--- config.mk ---
export PLATFORM = sky130hd
export DESIGN_NAME = lif_neuron_array
export DESIGN_NICKNAME = d
export VERILOG_FILES = /design/src/rtl/lif_pkg.sv /design/src/rtl/lif_core.sv /design/src/rtl/lif_neuron_array.sv
export SDC_FILE = /design/constraint.sdc
export NUM_CORES = 1
export LEC_CHECK = 0
export CORE_MARGIN = 3
export CORE_UTILIZATION = 51
export DETAILED_ROUTE_END_ITERATION = 10
export HOLD_SLACK_MARGIN = 0.15
export PLACE_DENSITY_LB_ADDON = 0.05
export SYNTH_ARGS = -nofsm -noshare
export SYNTH_HDL_FRONTEND = slang
export SYNTH_SLANG_ARGS = --single-unit
--- constraint.sdc ---
create_clock -name clk -period 5.8 [get_ports clk]
set_clock_uncertainty 0.1 [all_clocks]
set_input_delay 1.16 -clock clk [delete_from_list [all_inputs] [get_ports clk]]
set_output_delay 1.16 -clock clk [all_outputs]
set_load 0.02 [all_outputs]
--- src/rtl/lif_pkg.sv ---
// Shared constants and types for the LIF neuron array.
// Optional build macro LIF_ADAPT_EN enables per-channel threshold adaptation.
package lif_pkg;

  localparam int N_CH_DEF  = 4;
  localparam int W_DEF     = 8;
  localparam int RW_DEF    = 4;
  localparam int CNT_W_DEF = 16;

  // Adaptation step is 2^(W-ADAPT_SHIFT), i.e. one eighth of full scale.
  localparam int ADAPT_SHIFT = 3;

  typedef struct packed {
    logic [W_DEF-1:0]  mem;
    logic [RW_DEF-1:0] rc;
  } lif_state_t;

  function automatic int adapt_inc(input int w);
    return 1 << (w - ADAPT_SHIFT);
  endfunction

endpackage

--- src/rtl/lif_core.sv ---
// Single leaky integrate-and-fire channel: membrane state, refractory counter,
// registered spike, plus an adaptive threshold offset when LIF_ADAPT_EN is defined.
module lif_core
  import lif_pkg::*;
#(
  parameter int W  = W_DEF,
  parameter int RW = RW_DEF
) (
  input  logic          clk,
  input  logic          rst_n,
  input  logic          tick,
  input  logic [W-1:0]  current,
  input  logic [W-1:0]  thresh,
  input  logic [2:0]    leak_sh,
  input  logic [RW-1:0] refrac,
  output logic [W-1:0]  state,
  output logic          spike,
  output logic          spike_nxt
);

  localparam logic [W-1:0] MAX_V = '1;

  logic [W-1:0]  state_q, state_d;
  logic [RW-1:0] rc_q, rc_d;
  logic          spike_q, spike_d;
  logic [W-1:0]  leaked;
  logic [W:0]    sum_raw;
  logic [W-1:0]  sum_sat;
  logic [W-1:0]  eff_th;

`ifdef LIF_ADAPT_EN
  localparam logic [W:0] INC = (W+1)'(adapt_inc(W));

  logic [W-1:0] offset_q, offset_d;
  logic [W:0]   th_raw;
  logic [W:0]   off_raw;

  always_comb begin
    th_raw   = {1'b0, thresh} + {1'b0, offset_q};
    eff_th   = th_raw[W] ? MAX_V : th_raw[W-1:0];
    off_raw  = {1'b0, offset_q} + INC;
    offset_d = offset_q;
    if (tick) begin
      if (spike_d)
        offset_d = off_raw[W] ? MAX_V : off_raw[W-1:0];
      else if (offset_q != '0)
        offset_d = offset_q - 1'b1;
    end
  end

  always_ff @(posedge clk or negedge rst_n) begin
    if (!rst_n) offset_q <= '0;
    else        offset_q <= offset_d;
  end
`else
  assign eff_th = thresh;
`endif

  // A zero shift subtracts the whole state, giving full decay for free.
  always_comb begin
    leaked  = state_q - (state_q >> leak_sh);
    sum_raw = {1'b0, leaked} + {1'b0, current};
    sum_sat = sum_raw[W] ? MAX_V : sum_raw[W-1:0];
    state_d = state_q;
    rc_d    = rc_q;
    spike_d = 1'b0;
    if (tick) begin
      if (rc_q != '0) begin
        rc_d    = rc_q - 1'b1;
        state_d = '0;
      end else if (sum_sat >= eff_th) begin
        spike_d = 1'b1;
        state_d = '0;
        rc_d    = refrac;
      end else begin
        state_d = sum_sat;
      end
    end
  end

  always_ff @(posedge clk or negedge rst_n) begin
    if (!rst_n) begin
      state_q <= '0;
      rc_q    <= '0;
      spike_q <= 1'b0;
    end else begin
      state_q <= state_d;
      rc_q    <= rc_d;
      spike_q <= spike_d;
    end
  end

  assign state     = state_q;
  assign spike     = spike_q;
  assign spike_nxt = spike_d;

endmodule

--- src/rtl/lif_neuron_array.sv ---
// Array of N_CH LIF channels sharing tick and configuration, with aggregate
// spike flag and wrapping spike counter. LIF_ADAPT_EN enables adaptive thresholds.
module lif_neuron_array
  import lif_pkg::*;
#(
  parameter int N_CH  = N_CH_DEF,
  parameter int W     = W_DEF,
  parameter int RW    = RW_DEF,
  parameter int CNT_W = CNT_W_DEF
) (
  input  logic              clk,
  input  logic              rst_n,
  input  logic              tick,
  input  logic [N_CH*W-1:0] current,
  input  logic [W-1:0]      thresh,
  input  logic [2:0]        leak_sh,
  input  logic [RW-1:0]     refrac,
  output logic [N_CH*W-1:0] state_out,
  output logic [N_CH-1:0]   spike,
  output logic              spike_any,
  output logic [CNT_W-1:0]  spike_cnt
);

  logic [N_CH-1:0]  spike_nxt;
  logic [CNT_W-1:0] pop;
  logic [CNT_W-1:0] spike_cnt_q, spike_cnt_d;
  logic             spike_any_q, spike_any_d;

  for (genvar k = 0; k < N_CH; k++) begin : g_ch
    lif_core #(.W(W), .RW(RW)) u_core (
      .clk       (clk),
      .rst_n     (rst_n),
      .tick      (tick),
      .current   (current[k*W +: W]),
      .thresh    (thresh),
      .leak_sh   (leak_sh),
      .refrac    (refrac),
      .state     (state_out[k*W +: W]),
      .spike     (spike[k]),
      .spike_nxt (spike_nxt[k])
    );
  end

  // Aggregates use the channels' next spikes so they line up with the spike flops.
  always_comb begin
    pop = '0;
    for (int k = 0; k < N_CH; k++)
      pop = pop + CNT_W'(spike_nxt[k]);
    spike_cnt_d = spike_cnt_q + pop;
    spike_any_d = |spike_nxt;
  end

  always_ff @(posedge clk or negedge rst_n) begin
    if (!rst_n) begin
      spike_cnt_q <= '0;
      spike_any_q <= 1'b0;
    end else begin
      spike_cnt_q <= spike_cnt_d;
      spike_any_q <= spike_any_d;
    end
  end

  assign spike_cnt = spike_cnt_q;
  assign spike_any = spike_any_q;

endmodule

==> out/metrics.cfg <==
[grt]
grt_pass1_wl_microns = 37800
grt_use_total = 0.312
grt_overflow_total = 0
antenna_found_initial = 0
grt_pass1_vias = 7962
grt_max_degree = 70

[worst_setup_path]
reg2reg_from = g_ch[2].u_core.state[4]
r2r_cells = 32
worstSetupStartpoint = leak_sh[1]
critPathMaxStageDelay_ns = 0.52
rrSetupSlack_ns = -0.42
worst-path-buf-inv = 6
cp.depth = 34
crit_required_ns = 5.95
critPathTopFamily = simple AND/OR/NAND/NOR gates
endpoint_kind = flip-flop
crit_type = primary input to flip-flop
cp_max_fo = 6
crit_path_end = spike_cnt[15]
start_kind = primary input
r2r_end = spike_cnt[15]
worstPathArrival_ns = 7.03
cpMaxStageDelayCell = fa_1

[detailed_routing]
vias = 7770
drt_iter0_drc = 470
wl_per_cell_microns = 18.8
drc = 0
ant_nets = 0
vias_per_cell = 5.94
routed_wl_microns = 24700
dr.pass1.iters = 5

[run]
drv_cap = 0

[die]
core_sq_mm = 0.0134
die_h_microns = 124
start_util = 0.526
io_pins = 103
die-area_sq_mm = 0.0153
dieWidth_microns = 124
num_rows = 42

[timing]
clock.fmax_mhz = 145
finalHoldViolations = 0
setup_slack_ns = -1.08
fin_crit_sh = 1.19
worst_pin_slew_ns = 0.917
fin_tns_setup_ns = -17.65
period_minus_slack_ns = 6.88
final-setup-viol-count = 37
slew_viol_final = 0
rsz0062_at_grt = true
maxSlewHeadroom = 0.389

[min_path]
hold_class = flip-flop to flip-flop

[yosys]
synth_top_area_frac = 0.245
ys_types = 66
synthSimpleGateAreaFrac = 0.164
synthAdderAreaFrac = 0.204
synth_top_family_by_area = compound AO/OA/AOI/OAI gates
synth-edff-count = 0
synth_xor_area_frac = 0.0609
yosys_most_used_dff = dfrtp_1
synth_seq_cells = 69
yosysTopAreaCell = dfrtp_1
syn_avg_cell_area_sq_um = 8.68
synth_nets = 970
ys_seq_area_frac = 0.245
synth_compound_area_frac = 0.231
synthTopCellsByArea = dfrtp_1 25%, ha_1 17%, xnor2_1 4.6%
syn_area_sq_mm = 0.00705
yosysWarnings = 0
muxShareOfSynthArea = 0.0533
synthCells = 812
synthArstFlopShare = 1.00

[final_layout]
mostFrequentLayoutCells = 210 x buf_4, 98 x clkdlybuf4s50_1, 87 x ha_1, 69 x dfrtp_1, 63 x nor2_1
fin_util = 0.813
layout-drive-gt1-share = 0.347
layout_commonest_cell = buf_4
num_antenna_cells = 0
syn2layout_area_growth_pct = 54.6
nets = 1287

[clocking]
clockRootBuffer = clkbuf_16
cts_tree = built
clkLatencyLatePin_ns = 0.33
numCtsBuffers = 9
clockBufferDepth = 2
cts.sinks = 69
htreeDepth = 3
path_clk_slew_ns = 0.05

[run_status]
violations = setup timing
status = finished with violations

[place]
gp_congestion = 0.934
pre_cts_slack_ns = -1.85
dp_hpwl_microns = 17400
portBuffers = 102

==> layer usage <==
metal	GRT usage	part of all wire	vias to the layer above
met5	0	0	-
met4	0.147	0.041	0
met3	0.0485	0.056	88
met2	0.538	0.50	328
met1	0.380	0.41	3740
li1	-	-	3614
==> registers in the layout, indices dropped and copies added (netlist names) <==
signal / cells
g_ch.u_core.rc_q: 16
g_ch.u_core.spike: 4
g_ch.u_core.state: 32
spike_any: 1
spike_cnt: 16
==> worst min-delay path by stage <==
stage | cells after the start | slack [ns] | start | end
2_1_floorplan | 2 | 0.37 | g_ch[3].u_core.rc_q[2] | g_ch[3].u_core.rc_q[2]
3_3_place_gp | 1 | 0.36 | spike_cnt[15] | spike_cnt[15]
3_5_place_dp | 1 | 0.36 | spike_cnt[15] | spike_cnt[15]
4_1_cts | 1 | 0.37 | spike_cnt[15] | spike_cnt[15]
5_1_grt | 1 | 0.39 | spike_cnt[15] | spike_cnt[15]
6_report | 1 | 0.37 | spike_cnt[15] | spike_cnt[15]
==> logic make-up after synthesis <==
logic type | Yosys count
adder cells (fa/ha/maj) | 108
AND/OR/NAND/NOR | 241
AO/OA/AOI/OAI | 236
buffers and inverters | 73
XOR/XNOR | 49
multiplexers | 36
flip-flops | 69
==> cell usage after synthesis (4+ instances only) <==
cell type	instances
o41ai_1	4
nor3_1	18
o21ai_1	8
mux2i_1	24
xor2_1	12
o21a_1	5
a211oi_1	20
a32o_1	19
buf_2	5
and3_1	7
o21ai_0	36
buf_4	5
ha_1	97
xnor2_1	37
a21oi_1	57
nand4_1	10
or3_1	4
a31oi_1	12
or2_2	5
nor2b_1	14
nand3_1	11
or2_1	5
clkbuf_1	18
nand2b_1	20
fa_1	11
o21bai_1	11
nor2_1	74
a22o_1	10
a21o_1	16
inv_1	43
o31ai_1	9
nand2_1	61
o22ai_1	6
mux2_2	12
dfrtp_1	69
==> final cells by class <==
class                      instances  area [sq um]
tap                              176           220
inverter                          45           174
clock inverter                     5          52.6
clock buffer                      10           229
fill                             832          2510
timing repair buffer             334          2840
multi-input combinational        670          5650
sequential                        69          1730
==> stage by stage <==
stage	cell area, sq um	hold slack (ns)	cells
CTS	10500	0.373	1298
finish	10900	0.370	1309
detailed placement	9630	0.365	1254
global placement	9630	0.364	1254
global route	10900	0.385	1309
floorplan	7140	0.374	812
==> repair_timing <==
action                     in CTS  in global routing
gates cloned                    2                  0
setup endpoints to repair      66                 57
hold endpoints to repair        0                  0
resized for setup             100                 72
hold buffers                    0                  0
pin swaps                      45                 68
setup buffers                  29                 18
Power is left out: the tool's default activity adds up to more than one toggle a clock period on the data nets, which glitch-free logic cannot reach.
